## src/rtl/btn_repeat.sv

```systemverilog
// Per-lane press/auto-repeat event generator with one pending flag per lane, presented lowest index first.
// Event registered on the generating edge; event_ready stalls presentation and a lane that re-fires while still pending drops that event (counted).
module btn_repeat #(
  parameter int N        = 4,
  parameter int DAS_TICK = 20_000_000,
  parameter int ARR_TICK = 5_000_000,
  localparam int IDW     = (N > 1) ? $clog2(N) : 1
) (
  input  logic           clk,
  input  logic           reset_n,
  input  logic [N-1:0]   btn_in,
  input  logic           enable,
  output logic           event_valid,
  output logic [IDW-1:0] event_id,
  input  logic           event_ready,
  output logic [N-1:0]   held,
  output logic [7:0]     drop_cnt
);

  localparam int MAXT = (DAS_TICK > ARR_TICK) ? DAS_TICK : ARR_TICK;
  localparam int CW   = $clog2(MAXT);

  typedef enum logic [1:0] {
    IDLE   = 2'd0,
    DELAY  = 2'd1,
    REPEAT = 2'd2
  } lane_state_e;

  lane_state_e   state_q [N];
  lane_state_e   state_d [N];
  logic [CW-1:0] cnt_q   [N];
  logic [CW-1:0] cnt_d   [N];
  logic [N-1:0]  pend_q, pend_d;
  logic [N-1:0]  gen, accept, drop;
  logic [7:0]    drop_q, drop_d;

  always_ff @(posedge clk or negedge reset_n) begin
    if (!reset_n) begin
      for (int i = 0; i < N; i++) begin
        state_q[i] <= IDLE;
        cnt_q[i]   <= '0;
      end
      pend_q <= '0;
      drop_q <= '0;
    end else begin
      for (int i = 0; i < N; i++) begin
        state_q[i] <= state_d[i];
        cnt_q[i]   <= cnt_d[i];
      end
      pend_q <= pend_d;
      drop_q <= drop_d;
    end
  end

  // Lane FSMs: a low button or disabled block always returns the lane to IDLE silently.
  always_comb begin
    for (int i = 0; i < N; i++) begin
      state_d[i] = state_q[i];
      cnt_d[i]   = cnt_q[i];
      gen[i]     = 1'b0;
      if (!enable || !btn_in[i]) begin
        state_d[i] = IDLE;
        cnt_d[i]   = '0;
      end else begin
        case (state_q[i])
          IDLE: begin
            gen[i]     = 1'b1;
            state_d[i] = DELAY;
            cnt_d[i]   = '0;
          end
          DELAY: begin
            if (cnt_q[i] == CW'(DAS_TICK - 1)) begin
              gen[i]     = 1'b1;
              state_d[i] = REPEAT;
              cnt_d[i]   = '0;
            end else begin
              cnt_d[i] = cnt_q[i] + CW'(1);
            end
          end
          REPEAT: begin
            if (cnt_q[i] == CW'(ARR_TICK - 1)) begin
              gen[i]   = 1'b1;
              cnt_d[i] = '0;
            end else begin
              cnt_d[i] = cnt_q[i] + CW'(1);
            end
          end
          default: begin
            state_d[i] = IDLE;
            cnt_d[i]   = '0;
          end
        endcase
      end
    end
  end

  always_comb begin
    event_valid = |pend_q;
    event_id    = '0;
    for (int i = N - 1; i >= 0; i--) begin
      if (pend_q[i]) event_id = IDW'(i);
    end
  end

  always_comb begin
    for (int i = 0; i < N; i++) begin
      accept[i] = event_valid && event_ready && (event_id == IDW'(i));
      held[i]   = (state_q[i] != IDLE);
    end
  end

  // A lane being accepted on the same edge it re-fires keeps its flag; no drop.
  always_comb begin
    drop   = gen & pend_q & ~accept;
    pend_d = enable ? ((pend_q & ~accept) | gen) : '0;
    drop_d = drop_q;
    for (int i = 0; i < N; i++) begin
      if (drop[i] && (drop_d != 8'hFF)) drop_d = drop_d + 8'd1;
    end
  end

  assign drop_cnt = drop_q;

endmodule

```

## config.mk

```make
export PLATFORM = sky130hd
export DESIGN_NAME = btn_repeat
export DESIGN_NICKNAME = d
export VERILOG_FILES = /design/src/rtl/btn_repeat.sv
export SDC_FILE = /design/constraint.sdc
export NUM_CORES = 1
export LEC_CHECK = 0
export CAP_MARGIN = 20
export CORE_UTILIZATION = 45
export CTS_CLUSTER_DIAMETER = 40
export DETAILED_ROUTE_END_ITERATION = 10
export SYNTH_ARGS = -nofsm -noshare
export SYNTH_HDL_FRONTEND = slang
export SYNTH_SLANG_ARGS = --single-unit
```

## constraint.sdc

```tcl
create_clock -name clk -period 9.7 [get_ports clk]
set_input_delay 1.94 -clock clk [delete_from_list [all_inputs] [get_ports clk]]
set_output_delay 1.94 -clock clk [all_outputs]
set_load 0.01 [all_outputs]
```

==> qor.yml <==
run_status:
  status: "finished clean"
routing:
  drt_iter0_drc: 399
  wl_per_cell_um: 14.8
  routed_wl_um: 16900
  ant_nets: 0
  avgViaCountPerCell: 5.47
  vias: 6264
  route.detailed.drc: 0
  firstDrtPassIters: 5
finish:
  regArea_um2: 3000
  area_growth_pct: 13.8
  fin_nets: 951
  final_util_pct: 52.8
  antenna_cells: 0
  final_layout_size_suffix_gt1_share_pct: 7.34
  fin_area_um2: 8810
  multi_input_area_um2: 4520
  fill_cells: 1555
synthesis:
  synth_seq_area_share_pct: 38.8
  synth_edf_count: 0
  synthTopCellsByArea: "dfrtp_1 39%, nor2_1 7.6%, xnor2_1 6.1%, xor2_1 5.8%, ha_1 4.8%"
  ys_warn_count: 0
  postSynthAreaPerCell_um2: 8.73
  syn_inst: 887
  synth_largest_area_cell: "dfrtp_1"
  synth.net_count: 925
  synthFlopType: "dfrtp_1"
  ys_ff_latch: 120
  yosysUniqueCellTypes: 76
  yosysTopAreaCellShare_pct: 38.8
  syn_area_um2: 7740
  async_flop_share_pct: 100
timing:
  hold_viol_final: 0
  skew_ns: 0.00838
  period_share_pct: 73.2
  slew_violations: 0
  tightest_slew_ns: 0.934
  fin_crit_ns: 7.10
  relSlewSlack_pct: 37.7
  hold_ws_ns: 0.477
  fmax_mhz: 141
  rsz0062_at_grt: "no"
  timing.setup.tns_ns: 0
  setup_viol: 0
worst_setup_path:
  crit_fanout: 12
  path_class: "input port to flop"
  cp.arrival_ns: 7.39
  critPathRequiredTime_ns: 9.99
  start_kind: "input port"
  end_kind: "flop"
floorplanning:
  start_util_pct: 46.4
  dieHeight_um: 133
  die_w_um: 133
  num_rows: 47
  io_pins: 23
  die_area_um2: 17700
  coreArea_um2: 16700
cts:
  cts_buffers: 17
  post_cts_buffers: 0
  postCtsResizedCells: 0
  root_buffer: "clkbuf_16"
  htree_levels: 4
  clk_path_buf_depth: 2
  cts_tree: "built"
  postCtsHoldBufs: 0
  cts_num_sinks: 120
  clkTransAtPathRegs_ns: 0.06
  clkLatencyLatePin_ns: 0.42
grt:
  gr-total-overflow: 0
  antenna_found_initial: 0
  grt_pass1_wl_um: 29800
  grt_usage_pct: 20.7
  grt_max_degree: 68
  grt_pass1_vias: 5977
min_path:
  hp-class: "flop to flop"
power_and_ir_drop:
  peakVddDrop_uv: 129
  power_density_nw_per_um2: 173
  leakagePower_nw: 3.46
  finalPower_mw: 1.52
place:
  detailed_place.area_um2: 8230
  gp_congestion: 0.913
  dpl.hpwl_um: 12000
  place.port_buffers: 22
run:
  max-cap-violations: 0
==> final cells by class <==
class	instances	share of cell area [%]
multi-input combinational	709	51.2
clock inverter	12	1.43
inverter	36	1.53
timing repair buffer	29	3.41
sequential	120	34.1
clock buffer	20	5.18
tap	220	3.12
==> per-layer routing <==
metal / wire length [µm] / track usage (%)
met4: 172 / 6.31
met3: 612 / 4.57
met1: 8570 / 29.3
met2: 7570 / 31.6
met5: 0 / 0
==> placed cells by master, fill, tap and decap left out, types with 8 or more instances in the layout <==
cell type	n
nor3_1	22
o21ai_0	17
xor2_1	51
nor2_1	157
nand2_1	76
a21oi_1	32
clkdlybuf4s50_1	21
nand4_1	27
xnor2_1	54
mux2i_1	8
or3_1	11
and3_1	30
dfrtp_1	120
ha_1	30
clkbuf_16	17
inv_1	36
nand3_1	47
==> registers in the layout, summed over array words and instances, names as in the netlist <==
name      count
state_q       8
drop_cnt      8
pend_q        4
cnt_q       100
==> path summary, 6_finish.rpt <==
kind                       startpoint           to  slack, ns  cells after the start
max in group asynchronous     reset_n    cnt_q[89]       6.80                      2
min reg2reg                 cnt_q[75]    cnt_q[75]       0.48                      1
min in group asynchronous     reset_n    cnt_q[69]       1.58                      1
max reg2reg                 cnt_q[87]  drop_cnt[3]       3.73                     19
min                         cnt_q[75]    cnt_q[75]       0.48                      1
max                            enable  drop_cnt[3]       2.60                     21
==> worst max-delay path, cell delays in order <==
cell	delay [ns]
clkdlybuf4s50_1	0.46
buf_4	0.20
nand2_1	0.15
nor3_1	0.35
nand2_1	0.25
a21oi_1	0.30
xnor2_1	0.20
inv_1	0.10
ha_1	0.18
inv_1	0.08
or4_1	0.49
a21oi_1	0.23
o211ai_1	0.13
o221ai_1	0.77
nor2_2	0.23
and4_1	0.25
o21a_1	0.23
o22a_1	0.30
nand2_1	0.26
a21oi_1	0.14
xnor2_1	0.15
==> synthesized netlist by cell type, drive strengths merged, types with 8 or more instances <==
library cell and n:
a21oi 33, dfrtp 120, or3 11, nor3 22, or2 8, xnor2 55, nand2 76, mux2i 8
ha 30, nand4 27, nor2 158, xor2 51, o21ai 20, inv 36, clkbuf 18, and3 31
nand3 47
==> kinds of logic (layout without fill, tap and decap cells) <==
group                      count (synthesis)  after routing  share of synthesized area, %
and+or+nand+nor                          438            438                          28.1
AOI/OAI and AO/OA                        124            124                          11.8
DFF                                      120            120                          38.8
xor gates and xnor gates                 106            106                          12.1
buffers and inverters                     58             97                          2.91
adders and majority gates                 30             30                          4.85
muxes                                     11             11                          1.47
==> report_power, final <==
| part | total (mW) | internal (mW) | switching [mW] |
|---|---|---|---|
| logic | 0.345 | 0.141 | 0.204 |
| clock network | 0.622 | 0.390 | 0.232 |
| registers | 0.554 | 0.514 | 0.0399 |
==> through the flow <==
stage               worst slack, ns  instances
floorplan                      3.65        887
global placement               2.36       1110
detailed placement             2.26       1114
CTS                            2.70       1146
global route                   2.19       1146
finish                         2.60       1146
Power figures use the tool's default switching activity.
